## config.mk

```make
export PLATFORM = sky130hd
export DESIGN_NAME = ycfsm_driver
export DESIGN_NICKNAME = d
export VERILOG_FILES = /design/src/rtl/ycfsm_pkg.sv /design/src/rtl/dr_sync.sv /design/src/rtl/ycfsm_driver.sv
export SDC_FILE = /design/constraint.sdc
export NUM_CORES = 1
export LEC_CHECK = 0
export ABC_AREA = 1
export BUFFER_PORTS_ARGS = -buffer_cell sky130_fd_sc_hd__buf_2
export CAP_MARGIN = 10
export CORE_ASPECT_RATIO = 1.5
export CORE_MARGIN = 8
export CORE_UTILIZATION = 55
export DETAILED_ROUTE_END_ITERATION = 16
export PLACE_DENSITY_LB_ADDON = 0.25
export SLEW_MARGIN = 20
export SYNTH_ARGS = -nofsm -noshare
export SYNTH_HDL_FRONTEND = slang
export SYNTH_HIERARCHICAL = 1
export SYNTH_SLANG_ARGS = --single-unit
```

## constraint.sdc

```tcl
create_clock -name clk -period 2.1 [get_ports clk]
set_input_delay 0.42 -clock clk [delete_from_list [all_inputs] [get_ports clk]]
set_output_delay 0.42 -clock clk [all_outputs]
set_load 0.1 [all_outputs]
```

## src/rtl/ycfsm_pkg.sv

```systemverilog
// Shared definitions for the ycfsm column driver: dual-rail codes, FSM states
// and error codes.
package ycfsm_pkg;

  localparam logic [1:0] DR_EMPTY   = 2'b00;
  localparam logic [1:0] DR_ZERO    = 2'b01;
  localparam logic [1:0] DR_ONE     = 2'b10;
  localparam logic [1:0] DR_ILLEGAL = 2'b11;

  typedef enum logic [2:0] {
    ST_IDLE,
    ST_DRIVE,
    ST_CAPTURE,
    ST_CLEAR,
    ST_ERROR
  } state_t;

  typedef enum logic [1:0] {
    ERR_NONE    = 2'b00,
    ERR_TIMEOUT = 2'b01,
    ERR_ILLEGAL = 2'b10
  } err_code_t;

  function automatic logic [1:0] dr_encode(input logic b);
    return b ? DR_ONE : DR_ZERO;
  endfunction

endpackage

```

## src/rtl/dr_sync.sv

```systemverilog
// Multi-stage synchronizer that brings the asynchronous column outputs into
// the clk domain.
module dr_sync #(
  parameter int WIDTH  = 8,
  parameter int STAGES = 2
) (
  input  logic             clk,
  input  logic             reset,
  input  logic [WIDTH-1:0] i_d,
  output logic [WIDTH-1:0] o_q
);

  logic [WIDTH-1:0] r_sync [STAGES];

  // NOTE: every stage is reset so the synchronized pairs read empty, not X,
  // as soon as reset asserts; this array is tiny flops, not a RAM.
  always_ff @(posedge clk or posedge reset) begin
    if (reset) begin
      for (int s = 0; s < STAGES; s++) r_sync[s] <= '0;
    end else begin
      r_sync[0] <= i_d;
      for (int s = 1; s < STAGES; s++) r_sync[s] <= r_sync[s-1];
    end
  end

  assign o_q = r_sync[STAGES-1];

endmodule

```

## src/rtl/ycfsm_driver.sv

```systemverilog
// Clocked host-side driver for a column of asynchronous ycfsm cells: encodes
// words to dual-rail, runs the four-phase return-to-empty handshake.
module ycfsm_driver
  import ycfsm_pkg::*;
#(
  parameter int N           = 4,
  parameter int SYNC_STAGES = 2,
  parameter int TIMEOUT     = 255
) (
  input  logic           clk,
  input  logic           reset,
  input  logic           in_valid,
  output logic           in_ready,
  input  logic [N-1:0]   in_data,
  output logic [2*N-1:0] vin,
  input  logic [2*N-1:0] vout,
  output logic           res_valid,
  output logic [N-1:0]   res_data,
  output logic           err,
  output logic [1:0]     err_code,
  input  logic           clear_err
);

  localparam int CW = $clog2(TIMEOUT + 1);

  state_t          r_state, w_state_next;
  err_code_t       r_err_code, w_err_code_next;
  logic [CW-1:0]   r_cnt;
  logic [2*N-1:0]  r_vin;
  logic            r_res_valid;
  logic [N-1:0]    r_res_data;

  logic [2*N-1:0]  w_svout;
  logic [2*N-1:0]  w_enc;
  logic [N-1:0]    w_result;
  logic            w_all_empty, w_all_valid, w_any_illegal, w_timeout, w_in_ready;

  dr_sync #(.WIDTH(2*N), .STAGES(SYNC_STAGES)) u_sync (
    .clk   (clk),
    .reset (reset),
    .i_d   (vout),
    .o_q   (w_svout)
  );

  // NOTE: every flag gets its default before the loop, so no path can
  // leave one unassigned and infer a latch.
  always_comb begin
    w_all_empty   = 1'b1;
    w_all_valid   = 1'b1;
    w_any_illegal = 1'b0;
    w_result      = '0;
    w_enc         = '0;
    for (int i = 0; i < N; i++) begin
      if (w_svout[2*i +: 2] != DR_EMPTY) w_all_empty = 1'b0;
      if (w_svout[2*i +: 2] == DR_EMPTY || w_svout[2*i +: 2] == DR_ILLEGAL) w_all_valid = 1'b0;
      if (w_svout[2*i +: 2] == DR_ILLEGAL) w_any_illegal = 1'b1;
      w_result[i]      = w_svout[2*i+1];
      w_enc[2*i +: 2]  = dr_encode(in_data[i]);
    end
  end

  assign w_timeout  = (r_cnt == CW'(TIMEOUT - 1));
  assign w_in_ready = (r_state == ST_IDLE) && w_all_empty;

  // NOTE: sequential state uses non-blocking assignments so every flop
  // samples pre-edge values regardless of block ordering.
  always_ff @(posedge clk or posedge reset) begin
    if (reset) begin
      r_state    <= ST_IDLE;
      r_err_code <= ERR_NONE;
    end else begin
      r_state    <= w_state_next;
      r_err_code <= w_err_code_next;
    end
  end

  // Illegal pairs outrank every other transition, including a timeout.
  always_comb begin
    w_state_next    = r_state;
    w_err_code_next = r_err_code;
    if (w_any_illegal && r_state != ST_ERROR) begin
      w_state_next    = ST_ERROR;
      w_err_code_next = ERR_ILLEGAL;
    end else begin
      case (r_state)
        ST_IDLE:    if (in_valid && w_in_ready) w_state_next = ST_DRIVE;
        ST_DRIVE: begin
          if (w_all_valid) begin
            w_state_next = ST_CAPTURE;
          end else if (w_timeout) begin
            w_state_next    = ST_ERROR;
            w_err_code_next = ERR_TIMEOUT;
          end
        end
        ST_CAPTURE: w_state_next = ST_CLEAR;
        ST_CLEAR: begin
          if (w_all_empty) begin
            w_state_next = ST_IDLE;
          end else if (w_timeout) begin
            w_state_next    = ST_ERROR;
            w_err_code_next = ERR_TIMEOUT;
          end
        end
        ST_ERROR: begin
          if (clear_err && w_all_empty) begin
            w_state_next    = ST_IDLE;
            w_err_code_next = ERR_NONE;
          end
        end
        default:    w_state_next = ST_IDLE;
      endcase
    end
  end

  // The phase counter restarts on every state change and saturates at TIMEOUT.
  always_ff @(posedge clk or posedge reset) begin
    if (reset) begin
      r_cnt       <= '0;
      r_vin       <= '0;
      r_res_valid <= 1'b0;
      r_res_data  <= '0;
    end else begin
      r_res_valid <= (r_state == ST_CAPTURE);
      if (r_state == ST_CAPTURE) r_res_data <= w_result;

      if (w_state_next != r_state) begin
        r_cnt <= '0;
      end else if ((r_state == ST_DRIVE || r_state == ST_CLEAR) && r_cnt != CW'(TIMEOUT)) begin
        r_cnt <= r_cnt + 1'b1;
      end

      if (r_state == ST_IDLE && w_state_next == ST_DRIVE) begin
        r_vin <= w_enc;
      end else if (w_state_next != ST_DRIVE && w_state_next != ST_CAPTURE) begin
        r_vin <= '0;
      end
    end
  end

  always_comb begin
    in_ready  = w_in_ready && !reset;
    vin       = r_vin;
    res_valid = r_res_valid;
    res_data  = r_res_data;
    err       = (r_state == ST_ERROR);
    err_code  = r_err_code;
  end

endmodule

```

**After elaboration in Yosys (flattened, before gate mapping)**

Index checks and enable logic that the tools add are counted.
W data, S select, Z words.

- Output and inout bits: 17
- Input port bits: 16
- Word-level logic and storage cells: 87
- Bits in registers: 42

- Reductions and logical operators: 27
- Add/sub/neg operators: 1
- Muxes and demuxes: 33
- Eq/ne operators: 18

Operators with widths:

| operator | number |
|---|---|
| $mux W8 | 4 |
| $mux W2 | 9 |
| $mux W3 | 6 |
| $pmux W3 S5 | 1 |
| $mux W1 | 12 |
| $reduce_bool A2 Y1 | 6 |
| $ne A3 B3 Y1 const B | 3 |
| $add A8 B1 Y8 const B | 1 |
| $eq A2 B2 Y1 const B | 4 |
| $eq A8 B8 Y1 const B | 1 |
| $logic_and A1 B1 Y1 | 8 |
| $logic_not A2 Y1 | 4 |
| $ne A8 B8 Y1 const B | 1 |
| $eq A3 B1 Y1 const B | 2 |
| $eq A3 B2 Y1 const B | 2 |
| $ne A3 B1 Y1 const B | 2 |
| $pmux W2 S3 | 1 |
| $logic_or A1 B1 Y1 | 5 |
| $reduce_and A4 Y1 | 1 |
| $reduce_bool A4 Y1 | 1 |
| $eq A3 B3 Y1 const B | 1 |
| $logic_not A3 Y1 | 1 |
| $ne A3 B2 Y1 const B | 1 |
| $ne A3 B3 Y1 | 1 |
| $logic_not A1 Y1 | 1 |

**Logic depth before layout (Yosys ltp)**

Gate-level depths: netlist of the first run.

- Depth after elaboration: 14
- Mapped depth: 15
- Mapped depth without buffers: 14

**By module**

The synthesis of the first run kept the hierarchy.

By module, submodules not included:

| module | instances | sequential area each (um2) | cells each | area each (um2) |
|---|---|---|---|---|
| ycfsm_driver | 1 | 650.6 | 194 | 1567.8 |
| dr_sync | 1 | 400.4 | 25 | 464.2 |

**Worst setup path before layout of the first run**

No wires, ideal clock.

- Path type: reg2out
- Start point: register u_sync.r_sync, in the netlist u_sync/o_q[5]
- End point: output in_ready
- Buffers on the path: 1
- Cell stages (with the launch flop): 8
- Arrival: 3640 ps
- Required time: 1680 ps
- Path slack: -1960 ps
- Path through: dfrtp_1 > buf_4 > inv_1 > ha_1 > nand2_1 > inv_1 > nand2_1 > nor4_1

- Longest elaborated chain between the ends: 5

RTL lines:

| what | line | RTL |
|---|---|---|
| start: declaration | dr_sync.sv:13 | `logic [WIDTH-1:0] r_sync [STAGES];` |
| $reduce_bool A2 Y1 | ycfsm_driver.sv:54 | `if (w_svout[2*i +: 2] != DR_EMPTY) w_all_empty = 1'b0;` |
| $mux W1 (2 in series) | ycfsm_driver.sv:54 |  |
| $logic_and A1 B1 Y1 | ycfsm_driver.sv:63 | `assign w_in_ready = (r_state == ST_IDLE) && w_all_empty;` |
| $logic_and A1 B1 Y1 | ycfsm_driver.sv:141 | `in_ready = w_in_ready && !reset;` |
| end: declaration | ycfsm_driver.sv:13 | `output logic in_ready,` |

No other way between the ends.

**Worst setup path in the final report of the first run**

- Start point: register r_state[1]
- End point: output err

- Longest elaborated chain between the ends: 1

RTL lines:

| what | line | RTL |
|---|---|---|
| start: declaration | ycfsm_driver.sv:26 | `state_t r_state, w_state_next;` |
| start signal: assignment | ycfsm_driver.sv:72 | `r_state <= w_state_next;` |
| $eq A3 B3 Y1 | ycfsm_driver.sv:145 | `err = (r_state == ST_ERROR);` |
| end: declaration | ycfsm_driver.sv:19 | `output logic err,` |

No other way between the ends.

==> flow_summary.yaml, run 1 <==
detailed_routing:
  drcViolationCount: 0
  dr_total_vias: 1445
  vias_per_cell: 4.898
  wl_per_cell_um: 12.65
  ant_nets: 0
  drtIter0Drc: 42
  drt-pass1-iter-count: 4
  drt-total-wl_um: 3733
power_and_ir_drop:
  powerDensity_nw_per_um2: 745.1
  p_int_w: 0.001148
  p_sw_w: 0.0005798
  clkPwrFrac_pct: 30.8
  finalPower_w: 0.001728
  p_leak_nw: 1.245
  switching_share_pct: 33.56
  seqPwrFrac_pct: 49.9
  power_frac_comb_pct: 19.3
  peakVddDrop_mv: 0.6399
finish:
  antenna_cells: 0
  area_growth_pct: 14.10
  fin_nets: 277
  fin_util_pct: 64.14
  final_cell_area_um2: 2318
  layout-drive-gt1-share_pct: 29.76
global_route:
  met2_usage_pct: 23.92
  grt_pass1_wl_um: 6430
  use_met1_pct: 13.80
  antenna_found_initial: 0
  grt_max_degree: 24
  grt_overflow_total: 0
  grtUsageMet3_pct: 4.348
  gr-max-usage-layer: "met2"
  grt_pass1_vias: 1557
  grt_usage_pct: 13.72
placement:
  place_area_um2: 2223
  dp_slack_ns: 0.2518
  place_hpwl_um: 2886
  gp_congestion: 0.9146
  numPortBuffers: 32
worst_hold_path:
  hp-class: "in -> async"
synth:
  syn_inst: 219
  syn_area_um2: 2032
  async_flop_share_pct: 100.0
  ys_seq_area_share_pct: 51.72
  synth-main-ff-cell: "dfrtp_1"
  synth_edf_count: 0
  synth.top_cell.area_share_pct: 51.72
  synth_warnings: 6
  ys_types: 25
  yosys-top-cells-area: "dfrtp_1 (52%), nand2_1 (9.6%), ha_1 (6.2%)"
  synth_nets: 245
  yosys.cell_count.top_type: "nand2_1"
  avgSynthCellArea_um2: 9.278
  synth_seq_cells: 42
  synth.largest_area_cell: "dfrtp_1"
  synth_top_cells_by_count: "nand2_1 (52), dfrtp_1 (42), inv_1 (21)"
worst_setup_path:
  end_kind: "output port"
  crit_fanout: 5
  required_ns: 1.68
  critPathLaunchType: "flip-flop"
  path_cells: "inv_2 -> nand2_2 -> nor2_4 -> buf_2"
  critPathSlowestCell: "buf_2"
  critPathMaxStageDelay_ns: 0.45
  worstPathArrival_ns: 1.59
  worstSetupPathType: "reg -> out"
timing:
  fin_skew_ns: 0.007100
  slew_headroom_pct: 61.88
  period_minus_slack_ns: 2.009
  setup_ws_ns: 0.09139
  clock.fmax_mhz: 497.9
  setup_viol: 0
  worst_pin_slew_ns: 0.5711
  rsz0062_at_grt: "false"
  final_hold_viol_count: 0
  maxSlewViolCount: 0
  fin_crit_sh_pct: 95.65
floorplanning:
  num_io_pins: 33
  std_cell_rows: 27
  die_height_um: 90.44
  die_w_um: 65.63
  dieArea_um2: 5936
  core-area_um2: 3615
  initial_core_util_pct: 56.21
clock_tree:
  clkSlewWorstSetupHoldPaths_ns: 0.09
  cts-root-buf: "clkbuf_8"
  cts_max_path_buffers: 2
  cts.sink_count: 42
  cts_setup_buffers: 0
  clock_latency_ns: 0.30
  postCtsHoldBufs: 0
  cts_tree: "built"
  htree_num_levels: 2
  cts_resized: 0
  cts_buffers: 5
job:
  maxCapViolations: 0
run_status:
  status: "finished clean"
==> final timing paths <==
| kind | start | cells after the start | slack [ns] | end |
|---|---|---|---|---|
| setup / recovery | r_state[1] | 4 | 0.09 | err |
| hold / removal | reset | 2 | 0.03 | res_data[2] |
| setup reg to reg | r_state[1] | 10 | 0.25 | vin[7] |
| hold reg to reg | u_sync/r_sync[8] | 0 | 0.35 | u_sync/o_q[0] |
| max in group asynchronous | reset | 2 | 1.52 | u_sync/o_q[3] |
| min in group clk | vout[1] | 1 | 0.22 | u_sync/r_sync[9] |
==> logic make-up (layout without fill, tap and decap cells) <==
logic type	after synthesis	in the layout	synth area share, %
AOI/OAI and AO/OA	9	9	2.340
xor gates and xnor gates	7	7	3.017
adders and majority gates	10	10	6.158
buffers and inverters	38	71	8.498
DFF	42	42	51.72
and+or+nand+nor	113	113	28.26
==> registers in the layout, indices dropped and copies added (netlist names) <==
name,cells
err_code,2
r_cnt,8
r_state,3
res_data,4
res_valid,1
u_sync/o_q,8
u_sync/r_sync,8
vin,8
==> placed cells by master (no fill, tap or decap), types with 2 or more instances in the layout <==
master      synthesis  routed
a21oi_1             2       2
buf_2               0      31
clkbuf_8            0       5
clkinvlp_4          0       2
dfrtp_1            42      42
ha_1               10      10
inv_1              21      21
inv_2               9       9
nand2_1            52      51
nand2_2             6       7
nand3_1            18      18
nand3_2             2       2
nand3b_1            4       4
nand4_1             3       3
nor2_1             11      11
nor2_2              9       9
nor2_4              2       2
o21ai_0             6       6
xnor2_1             3       3
xor2_1              4       4
==> critical path: cells and delay by family (launching register included) <==
kind                   cells  cell delay, ns
buffers and inverters      2            0.58
flip-flops                 1            0.44
AND/OR/NAND/NOR            2            0.28
==> power by group through the flow <==
stage	registers [W]	logic, W	clock network, W
detailed placement	0.000880	0.000338	0
global route	0.000869	0.000362	0.000579
CTS	0.000864	0.000339	0.000548
floorplan	0.000971	0.000186	0
global placement	0.000878	0.000334	0
finish	0.000863	0.000333	0.000532
==> layer usage <==
layer  part of all wire (%)  up-vias
li1                       -      738
met1                     42      673
met2                     50       30
met3                    6.2        4
met4                    1.6        0
met5                      0        -
==> per-stage QoR <==
| stage | TNS, ns | hold slack, ns | cells |
|---|---|---|---|
| 2_1_floorplan | -0.1461 | 0.3312 | 219 |
| 3_3_place_gp | 0 | 0.3314 | 287 |
| 3_5_place_dp | 0 | 0.3355 | 287 |
| 4_1_cts | 0 | 0.02145 | 295 |
| 5_1_grt | 0 | 0.03066 | 295 |
| 6_report | 0 | 0.02853 | 295 |
==> layout make-up <==
class / count / area, um^2
clock buffers: 5 / 68.82
clock inverters: 3 / 23.77
fillers: 319 / 1296
inverters: 30 / 112.6
multi-input cells: 139 / 825.8
flip-flops and latches: 42 / 1051
well taps: 43 / 53.80
repair buffers: 33 / 182.7
Power figures use the tool's default switching activity.
==> inputs of run 2 (changes only) <==
==> constraint.sdc (replaced) <==
create_clock -name clk -period 2.1 [get_ports clk]
set_input_delay 0.525 -clock clk [delete_from_list [all_inputs] [get_ports clk]]
set_output_delay 0.525 -clock clk [all_outputs]
set_load 0.1 [all_outputs]
==> flow_summary.yaml, run 2 (synthesis gave the netlist of run 1 again) <==
worst_setup_path:
  critPathMaxStageDelay_ns: 0.40
  end_kind: "output port"
  critPathSlowestCell: "dfrtp_1"
  cp_num_buf_inv: 3
  rr_worst_depth: 11
  cp_common_cell: "inv_1"
  critPathLaunchType: "flip-flop"
  worstPathArrival_ns: 1.54
  cp-startpoint: "u_sync/o_q[0]"
  path_cells: "inv_1 -> ha_1 -> nand2_1 -> inv_1 -> nand2_2 -> nor4_4 -> buf_12"
  cp_top_family: "flip-flops"
  worstSetupPathType: "reg -> out"
  required_ns: 1.57
  r2r_start: "u_sync/o_q[2]"
  path_depth: 7
  crit_fanout: 3
power_and_ir_drop:
  peakVddDrop_mv: 0.8404
  finalPower_w: 0.001840
  power_frac_comb_pct: 18.5
  powerDensity_nw_per_um2: 782.8
  seqPwrFrac_pct: 46.9
  clkPwrFrac_pct: 34.5
  p_sw_w: 0.0005665
  p_leak_nw: 1.267
  switching_share_pct: 30.78
  p_int_w: 0.001274
finish:
  final_cell_mix: "nand2_1 (50), dfrtp_1 (42), buf_2 (30)"
  fin_util_pct: 65.04
  final_cells: 296
  layout-drive-gt1-share_pct: 31.23
  multiInputGateArea_um2: 828.3
  antenna_cells: 0
  area_growth_pct: 15.70
  register_area_um2: 1051
  fin_nets: 278
  final_common_cell: "nand2_1"
  final_cell_area_um2: 2351
  fill_cells: 316
detailed_routing:
  drt-total-wl_um: 3726
  vias_per_cell: 4.889
  ant_nets: 0
  wl_per_cell_um: 12.59
  dr.max_layer_used: "met4"
  route.layer.met1.wl_um: 1649
  wl_met3_um: 214
  drcViolationCount: 0
  drt-pass1-iter-count: 4
  drtIter0Drc: 67
  wl_met2_um: 1793
  dr_total_vias: 1447
timing:
  fin_skew_ns: 0.009377
  period_minus_slack_ns: 2.068
  rsz0062_at_grt: "true"
  slew_headroom_pct: 60.40
  clock.fmax_mhz: 483.5
  maxSlewViolCount: 0
  setup_viol: 0
  worst_pin_slew_ns: 0.5934
  whs_ns: 0.1836
  final_hold_viol_count: 0
  fin_crit_sh_pct: 98.49
placement:
  gp_congestion: 0.8423
  dp.cells: 288
  numPortBuffers: 32
  place_hpwl_um: 2881
  place_area_um2: 2231
clock_tree:
  cts.sink_count: 42
  clock_latency_ns: 0.29
  clkSlewWorstSetupHoldPaths_ns: 0.08
  cts_tree: "built"
  htree_num_levels: 2
  cts_setup_buffers: 0
  cts-root-buf: "clkbuf_8"
  postCtsHoldBufs: 0
  cts_max_path_buffers: 2
  cts_buffers: 5
global_route:
  grt_pass1_wl_um: 6458
  antenna_found_initial: 0
  grt_max_degree: 22
  grt_overflow_total: 0
  grt_pass1_vias: 1499
  grt_usage_pct: 13.87
floorplanning:
  std_cell_rows: 27
  core-area_um2: 3615
  initial_core_util_pct: 56.21
  die_height_um: 90.44
  die_w_um: 65.63
  num_io_pins: 33
  dieArea_um2: 5936
run_status:
  status: "finished clean"
worst_hold_path:
  hp-class: "in -> async"
job:
  maxCapViolations: 0
[run 2: cell count changes in the layout (fill, tap and decap cells not counted), moves of 2 or more]
cell	change
buf_4	+2
inv_1	-2
inv_2	+2
clkinvlp_4	-2
[run 2: cell type report]
cell class	count	share of cell area (%)
Sequential cell	42	44.70
Multi-Input combinational cell	139	35.23
Timing Repair Buffer	34	8.196
Inverter	30	4.790
Clock buffer	5	2.927
Tap cell	43	2.288
Clock inverter	3	1.863
[run 2: power groups by stage]
stage / sequential [W] / clock (W) / combinational [W]
6_report: 0.000864 / 0.000635 / 0.000341
3_3_place_gp: 0.000879 / 0 / 0.000342
3_5_place_dp: 0.000881 / 0 / 0.000343
5_1_grt: 0.000869 / 0.000687 / 0.000374
4_1_cts: 0.000864 / 0.000657 / 0.000346
2_1_floorplan: 0.000971 / 0 / 0.000186
[run 2: stage by stage]
stage / setup slack, ns / setup TNS, ns
floorplan: -0.2511 / -0.2511
global placement: 0.3251 / 0
detailed placement: 0.3041 / 0
CTS: 0.01596 / 0
global route: -0.06616 / -0.06616
finish: 0.03166 / 0
[run 2: final timing paths]
check | endpoint | slack [ns]
setup / recovery | in_ready | 0.03
hold / removal | res_data[1] | 0.18
setup reg to reg | vin[3] | 0.32
hold reg to reg | u_sync/o_q[5] | 0.35
max in group asynchronous | r_cnt[1] | 1.34
min in group clk | u_sync/r_sync[10] | 0.33
[run 2: worst reg2reg max path, stage by stage, from the launching register on]
cell and delay [ns]:
dfrtp_1 0.39, inv_1 0.06, ha_1 0.16, nand2_2 0.07, nor2_1 0.23, nand3_1 0.11
nand2_1 0.08, inv_2 0.04, nand2_2 0.09, nand4_2 0.23, nand3_1 0.15, nand2_1 0.06
[run 2: what timing repair did]
action	4_1_cts	5_1_grt
pin swaps	0	0
resized for setup	2	3
endpoints found under the setup margin	2	1
[run 2: layer usage]
layer	vias to the layer above	global-route usage [%]
met2	33	22.20
met5	-	0
met1	661	16.06
met4	0	6.581
met3	5	4.348
li1	748	-
